$ cat src/rtl/nvio2_regport_if.sv
// Issue/operand/commit-side bundle of the nvio2 register-file port sequencer.
// master: issue + commit stages (drive requests and write-backs)
// slave : nvio2_regport
interface nvio2_regport_if;
   logic         rd_req;
   logic         rd_rdy;
   logic [6:0]   rd_ctx;
   logic [5:0]   ra;
   logic [5:0]   rb;
   logic [5:0]   rc;
   logic         out_v;
   logic         out_rdy;
   logic [127:0] a;
   logic [127:0] b;
   logic [127:0] c;
   logic         wb_v;
   logic [6:0]   wb_ctx;
   logic [5:0]   wb_reg;
   logic [127:0] wb_data;
   logic         wb_full;

   modport master (
      output rd_req, rd_ctx, ra, rb, rc, out_rdy, wb_v, wb_ctx, wb_reg, wb_data,
      input  rd_rdy, out_v, a, b, c, wb_full
   );

   modport slave (
      input  rd_req, rd_ctx, ra, rb, rc, out_rdy, wb_v, wb_ctx, wb_reg, wb_data,
      output rd_rdy, out_v, a, b, c, wb_full
   );
endinterface

$ cat src/rtl/nvio2_regport.sv
// nvio2_regport: time-multiplexes three-operand fetches and a queued
// write-back stream onto the single 1-cycle-latency register-file port.
// Optional feature macro: NVIO2_RFBYPASS_EN
//   defined   : queued write-backs are forwarded into fetched operands,
//               fetches may start while the write-back FIFO holds entries.
//   undefined : no comparators; a fetch starts only once the FIFO is empty
//               and no write-back is arriving, so the file is always current.
//
// state | meaning
// ------+--------------------------------------------------------------
// IDLE  | port free; accept a fetch (read A) or drain one write-back
// RB    | read B, capture A
// RC    | read C, capture B
// CAPC  | capture C; port free for write-back drain
// DONE  | operands valid, waiting for consumer; write-backs may drain
module nvio2_regport #(
   parameter int WDEP = 4
) (
   input  logic           clk,
   input  logic           rst,
   nvio2_regport_if.slave bus,
   output logic           rf_wr,
   output logic [12:0]    rf_adr,
   output logic [127:0]   rf_i,
   input  logic [127:0]   rf_o
);

   localparam int PW = $clog2(WDEP);

   typedef enum logic [2:0] {IDLE, RB, RC, CAPC, DONE} state_t;

   state_t         state;
   state_t         state_nxt;

   logic [6:0]     ctx_q;
   logic [5:0]     rb_q;
   logic [5:0]     rc_q;
   logic [127:0]   a_q;
   logic [127:0]   b_q;
   logic [127:0]   c_q;

   logic [6:0]     q_ctx  [WDEP];
   logic [5:0]     q_reg  [WDEP];
   logic [127:0]   q_data [WDEP];
   logic [PW-1:0]  wr_ptr;
   logic [PW-1:0]  rd_ptr;
   logic [PW:0]    count;

   logic           fifo_empty;
   logic           accept;
   logic           push;
   logic           pop;
   logic           drain_ok;
   logic [127:0]   cap_val;

   assign fifo_empty  = (count == '0);
   assign bus.wb_full = (count == (PW+1)'(WDEP));
   // register 0 is hardwired zero in the file, so its writes are never queued
   assign push        = bus.wb_v && !bus.wb_full && (bus.wb_reg != 6'd0);
   assign accept      = bus.rd_req && bus.rd_rdy;
   assign drain_ok    = ((state == IDLE) && !accept) || (state == CAPC) || (state == DONE);
   assign pop         = drain_ok && !fifo_empty && !rst;

   assign bus.out_v   = (state == DONE);
   assign bus.a       = a_q;
   assign bus.b       = b_q;
   assign bus.c       = c_q;

`ifdef NVIO2_RFBYPASS_EN
   assign bus.rd_rdy = (state == IDLE) && !bus.wb_full && !rst;

   logic           iss_act;
   logic [6:0]     iss_ctx;
   logic [5:0]     iss_reg;
   logic           hit;
   logic [127:0]   hit_data;
   logic [PW-1:0]  idx;
   logic           fwd_hit_q;
   logic [127:0]   fwd_data_q;

   // address being issued to the file this cycle, if any
   always_comb begin
      iss_act = 1'b0;
      iss_ctx = ctx_q;
      iss_reg = rb_q;
      case (state)
         IDLE: begin
            iss_act = accept;
            iss_ctx = bus.rd_ctx;
            iss_reg = bus.ra;
         end
         RB: iss_act = 1'b1;
         RC: begin
            iss_act = 1'b1;
            iss_reg = rc_q;
         end
         default: ;
      endcase
   end

   // youngest queued match wins; scan oldest to youngest, same-cycle push last
   always_comb begin
      hit      = 1'b0;
      hit_data = '0;
      idx      = '0;
      for (int k = 0; k < WDEP; k++) begin
         idx = rd_ptr + PW'(k);
         if (((PW+1)'(k) < count) && (q_ctx[idx] == iss_ctx) &&
             (q_reg[idx] == iss_reg) && (iss_reg != 6'd0)) begin
            hit      = 1'b1;
            hit_data = q_data[idx];
         end
      end
      if (push && (bus.wb_ctx == iss_ctx) && (bus.wb_reg == iss_reg)) begin
         hit      = 1'b1;
         hit_data = bus.wb_data;
      end
   end

   // latch forwarded value at issue so later write-backs cannot disturb it
   always_ff @(posedge clk) begin
      if (rst) begin
         fwd_hit_q  <= 1'b0;
         fwd_data_q <= '0;
      end else begin
         fwd_hit_q  <= iss_act && hit;
         fwd_data_q <= hit_data;
      end
   end

   assign cap_val = fwd_hit_q ? fwd_data_q : rf_o;
`else
   assign bus.rd_rdy = (state == IDLE) && fifo_empty && !bus.wb_v && !rst;
   assign cap_val    = rf_o;
`endif

   // state register
   always_ff @(posedge clk) begin
      if (rst) state <= IDLE;
      else     state <= state_nxt;
   end

   // next-state logic
   always_comb begin
      state_nxt = state;
      case (state)
         IDLE:    if (accept) state_nxt = RB;
         RB:      state_nxt = RC;
         RC:      state_nxt = CAPC;
         CAPC:    state_nxt = DONE;
         DONE:    if (bus.out_rdy) state_nxt = IDLE;
         default: state_nxt = IDLE;
      endcase
   end

   // register-file port mux: operand reads take priority, drains fill idle slots
   always_comb begin
      rf_wr  = 1'b0;
      rf_adr = '0;
      rf_i   = '0;
      if (!rst) begin
         case (state)
            IDLE:    if (accept) rf_adr = {bus.rd_ctx, bus.ra};
            RB:      rf_adr = {ctx_q, rb_q};
            RC:      rf_adr = {ctx_q, rc_q};
            default: ;
         endcase
         if (pop) begin
            rf_wr  = 1'b1;
            rf_adr = {q_ctx[rd_ptr], q_reg[rd_ptr]};
            rf_i   = q_data[rd_ptr];
         end
      end
   end

   // write-back FIFO pointers and occupancy
   always_ff @(posedge clk) begin
      if (rst) begin
         wr_ptr <= '0;
         rd_ptr <= '0;
         count  <= '0;
      end else begin
         if (push) wr_ptr <= wr_ptr + 1'b1;
         if (pop)  rd_ptr <= rd_ptr + 1'b1;
         count <= count + (PW+1)'(push) - (PW+1)'(pop);
      end
   end

   // write-back FIFO storage; contents are qualified by count, so no reset
   always_ff @(posedge clk) begin
      if (push) begin
         q_ctx[wr_ptr]  <= bus.wb_ctx;
         q_reg[wr_ptr]  <= bus.wb_reg;
         q_data[wr_ptr] <= bus.wb_data;
      end
   end

   // fetch context and operand capture
   always_ff @(posedge clk) begin
      if (rst) begin
         ctx_q <= '0;
         rb_q  <= '0;
         rc_q  <= '0;
         a_q   <= '0;
         b_q   <= '0;
         c_q   <= '0;
      end else begin
         if (accept) begin
            ctx_q <= bus.rd_ctx;
            rb_q  <= bus.rb;
            rc_q  <= bus.rc;
         end
         if (state == RB)   a_q <= cap_val;
         if (state == RC)   b_q <= cap_val;
         if (state == CAPC) c_q <= cap_val;
      end
   end

endmodule

$ cat src/flat_wrapper.sv
// flat-port wrapper written by rule: the top's interface ports become plain ports
module nvio2_regport_flat 
#(
   parameter int WDEP = 4
)
  (clk, rst, rf_wr, rf_adr, rf_i, rf_o, bus_rd_req, bus_rd_ctx, bus_ra, bus_rb, bus_rc, bus_out_rdy, bus_wb_v, bus_wb_ctx, bus_wb_reg, bus_wb_data, bus_rd_rdy, bus_out_v, bus_a, bus_b, bus_c, bus_wb_full);
  nvio2_regport_if bus_i ();
  input  logic clk;
  input  logic rst;
  output logic rf_wr;
  output logic [12:0] rf_adr;
  output logic [127:0] rf_i;
  input  logic [127:0] rf_o;
  input wire logic [$bits(bus_i.rd_req)-1:0] bus_rd_req;
  input wire logic [$bits(bus_i.rd_ctx)-1:0] bus_rd_ctx;
  input wire logic [$bits(bus_i.ra)-1:0] bus_ra;
  input wire logic [$bits(bus_i.rb)-1:0] bus_rb;
  input wire logic [$bits(bus_i.rc)-1:0] bus_rc;
  input wire logic [$bits(bus_i.out_rdy)-1:0] bus_out_rdy;
  input wire logic [$bits(bus_i.wb_v)-1:0] bus_wb_v;
  input wire logic [$bits(bus_i.wb_ctx)-1:0] bus_wb_ctx;
  input wire logic [$bits(bus_i.wb_reg)-1:0] bus_wb_reg;
  input wire logic [$bits(bus_i.wb_data)-1:0] bus_wb_data;
  output wire logic [$bits(bus_i.rd_rdy)-1:0] bus_rd_rdy;
  output wire logic [$bits(bus_i.out_v)-1:0] bus_out_v;
  output wire logic [$bits(bus_i.a)-1:0] bus_a;
  output wire logic [$bits(bus_i.b)-1:0] bus_b;
  output wire logic [$bits(bus_i.c)-1:0] bus_c;
  output wire logic [$bits(bus_i.wb_full)-1:0] bus_wb_full;
  assign bus_i.rd_req = bus_rd_req;
  assign bus_i.rd_ctx = bus_rd_ctx;
  assign bus_i.ra = bus_ra;
  assign bus_i.rb = bus_rb;
  assign bus_i.rc = bus_rc;
  assign bus_i.out_rdy = bus_out_rdy;
  assign bus_i.wb_v = bus_wb_v;
  assign bus_i.wb_ctx = bus_wb_ctx;
  assign bus_i.wb_reg = bus_wb_reg;
  assign bus_i.wb_data = bus_wb_data;
  assign bus_rd_rdy = bus_i.rd_rdy;
  assign bus_out_v = bus_i.out_v;
  assign bus_a = bus_i.a;
  assign bus_b = bus_i.b;
  assign bus_c = bus_i.c;
  assign bus_wb_full = bus_i.wb_full;
  nvio2_regport #(.WDEP(WDEP)) u_core (.clk(clk), .rst(rst), .bus(bus_i), .rf_wr(rf_wr), .rf_adr(rf_adr), .rf_i(rf_i), .rf_o(rf_o));
endmodule
$ cat config.mk
export PLATFORM = sky130hd
export DESIGN_NAME = nvio2_regport_flat
export DESIGN_NICKNAME = d
export VERILOG_FILES = /design/src/rtl/nvio2_regport_if.sv /design/src/rtl/nvio2_regport.sv /design/src/flat_wrapper.sv
export SDC_FILE = /design/constraint.sdc
export NUM_CORES = 1
export LEC_CHECK = 0
export CORE_AREA = 4 4 316 318
export DETAILED_ROUTE_END_ITERATION = 8
export DIE_AREA = 0 0 320 322
export GPL_TIMING_DRIVEN = 0
export MAX_ROUTING_LAYER = met4
export SLEW_MARGIN = 20
export SYNTH_ARGS = -nofsm -noshare
export SYNTH_HDL_FRONTEND = slang
export SYNTH_SLANG_ARGS = --single-unit
$ cat constraint.sdc
create_clock -name clk -period 6.7 [get_ports clk]
set_clock_uncertainty 0.2 [all_clocks]
set_input_delay 1.34 -clock clk [delete_from_list [all_inputs] [get_ports clk]]
set_output_delay 1.34 -clock clk [all_outputs]
set_load 0.05 [all_outputs]
==> results.py <==
metrics = {
    "hold_path": {
        "whs_path_depth": 2,
        "hold-path-endpoint": "u_core.bus.c[39]",
        "min_path_type": "flip-flop to flip-flop",
        "hp-start": "u_core.bus.c[39]",
    },
    "route": {
        "drtIter0Drc": 1996,
        "routed_via_density": 4.953,
        "ant_nets": 0,
        "first_pass_iters": 5,
        "wl_per_cell_um": 24.88,
        "vias": 25170,
        "drcViolationCount": 0,
        "wl_mm": 126.4,
    },
    "clock_tree": {
        "postCtsSetupBuffers": 0,
        "ctsHoldBuffers": 0,
        "cts_tree": "built",
        "htree_levels": 3,
        "clock_latency_ns": 0.69,
        "cts_buffer_depth": 3,
        "clk_pin_slew_ns": 0.06,
        "cts.sinks": 979,
        "post_cts_resized": 0,
        "root_buffer": "clkbuf_16",
        "cts_made_buffers": 104,
    },
    "timing": {
        "fmax_mhz": 185.5,
        "period_minus_slack_ns": 5.392,
        "relSlewSlack_pct": 29.22,
        "hold_ws_ns": 0.2518,
        "rsz0062_at_grt": "false",
        "slew_violations": 0,
        "tightest_slew_ns": 1.062,
        "setup_tns_ns": 0,
        "min_period_over_period_pct": 80.47,
        "hold_violations": 0,
        "setup_viol_count_final": 0,
    },
    "yosys": {
        "synth_cell_types": 39,
        "avgSynthCellArea_um2": 13.08,
        "synth_top_area_share_pct": 47.11,
        "synth_cells": 2749,
        "yosys_register_bits": 979,
        "synthTopCellsByArea": "edfxtp_1 (47%), dfxtp_1 (23%), mux4_2 (8.8%)",
        "syn_area_um2": 35950,
        "yosysTopAreaCell": "edfxtp_1",
        "ys_seq_area_share_pct": 70.22,
        "synthArstFlopShare_pct": 0,
        "ys_dominant_reg_cell": "edfxtp_1",
        "synth-edff-count": 564,
        "syn_nets": 3055,
        "ys_warn_count": 0,
    },
    "finish": {
        "layout_commonest_cell": "clkdlybuf4s50_1",
        "areaGrowthSynthToFinish_pct": 37.95,
        "largest_reg_flops": 512,
        "layout_common_cells": "clkdlybuf4s50_1 (826), nand2_1 (807), edfxtp_1 (564)",
        "post-route-util_pct": 51.36,
        "largest-register": "u_core.q_data",
        "fin_area_um2": 49590,
        "fillCellCount": 8493,
        "nets": 3999,
        "seq_area_um2": 25240,
        "drive_gt1_share_pct": 11.27,
        "multiInputGateArea_um2": 9704,
    },
    "floorplanning": {
        "die_x_um": 320,
        "dieArea_um2": 103000,
        "core_um2": 96570,
        "initial_utilization_pct": 37.23,
        "rows": 114,
        "ioPinCount": 828,
        "die_h_um": 322,
    },
    "grt": {
        "grt_overflow_total": 0,
        "grt_usage_pct": 24.32,
        "grt_pass1_wl_mm": 176.3,
        "grt_max_degree": 46,
        "grt_pass1_vias": 24740,
        "antenna_found_initial": 54,
    },
    "placement": {
        "globalplace.congestion": 0.9341,
        "place_area_um2": 46140,
        "hpwl_mm": 94.73,
        "io_buffer_count": 826,
    },
    "worst_setup_path": {
        "rr_worst_depth": 13,
        "critPathRequiredTime_ns": 5.16,
        "cp-end-kind": "output port",
        "reg2reg_from": "u_core.state[1]",
        "critPathKind": "input port to output port",
        "cp_max_fo": 8,
        "r2r_slack_ns": 3.79,
        "start_kind": "input port",
        "r2r-end": "u_core.count[2]",
        "crit_arrival_ns": 3.85,
    },
    "pwr": {
        "ir_drop_mv": 0.2666,
        "powerDensity_nw_per_um2": 357.3,
        "p_leak_nw": 16.14,
    },
    "flow_run": {
        "cap_violations": 0,
    },
    "run_status": {
        "outcome": "finished clean",
    },
}
-- critical path, cell delays in order --
cell and delay, ns:
clkdlybuf4s50_1 0.44, nor2_1 0.15, and4_1 0.20, buf_4 0.16, a222oi_1 0.14, a211oi_1 0.50, clkdlybuf4s50_1 0.91
-- per-stage QoR --
step	cells	setup slack [ns]	power [mW]
4_1_cts	5046	1.323	17.92
3_3_place_gp	4851	-2.765	12.24
2_1_floorplan	2749	0.9025	10.39
5_1_grt	5081	1.272	18.41
3_5_place_dp	4863	1.323	12.21
6_report	5081	1.308	17.72
-- cell usage after synthesis, types with 7 or more instances --
cell type	instances
and2_1	134
nand2_1	807
mux4_2	141
inv_1	7
nor2_1	25
edfxtp_1	564
clkbuf_1	70
a211oi_1	12
buf_2	67
a21oi_1	411
buf_1	9
dfxtp_1	415
buf_4	38
-- final cells by class --
| type | instances | area share, % |
|---|---|---|
| sequential | 979 | 50.90 |
| multi-input combinational | 1573 | 19.57 |
| timing repair buffer | 838 | 17.31 |
| clock buffer | 133 | 5.631 |
| tap | 1276 | 3.219 |
| buffer | 190 | 1.988 |
| clock inverter | 50 | 1.150 |
| antenna | 35 | 0.1766 |
| inverter | 7 | 0.05298 |
-- worst max-delay path by stage --
stage,endpoint,start
final,rf_adr[3],bus_wb_v
after CTS,rf_adr[3],bus_wb_v
after floorplan,u_core.q_ctx[1][0],bus_wb_reg[0]
after detailed placement,rf_adr[3],bus_wb_v
after global placement,u_core.q_data[0][91],bus_wb_reg[3]
after global routing,rf_adr[9],bus_wb_v
-- cells by family (layout without fill, tap and decap cells) --
logic type	count (synthesis)	count (layout)	share of synthesized area, %
AND/OR/NAND/NOR	983	983	11.40
flip-flops	979	979	70.22
AO/OA/AOI/OAI	435	435	6.296
buffers and inverters	197	1218	2.812
multiplexers	142	142	8.861
adder cells (fa/ha/maj)	7	7	0.2645
XOR/XNOR	6	6	0.1462
other	0	35	0
-- where the power goes --
| group | internal [mW] | switching, mW |
|---|---|---|
| combinational | 1.88 | 3.10 |
| sequential | 6.89 | 0.148 |
| clock | 3.29 | 2.41 |
| total | 12.1 | 5.65 |
-- routing by layer --
layer  wire length (µm)  part of all wire, %  track usage, %
met1              45830                   36           26.14
met2              63810                   50           41.06
met3              10780                  8.5           8.200
met4               5966                  4.7           10.54
met5                  0                    0               -
No activity file was read; power rests on OpenSTA's default activity.
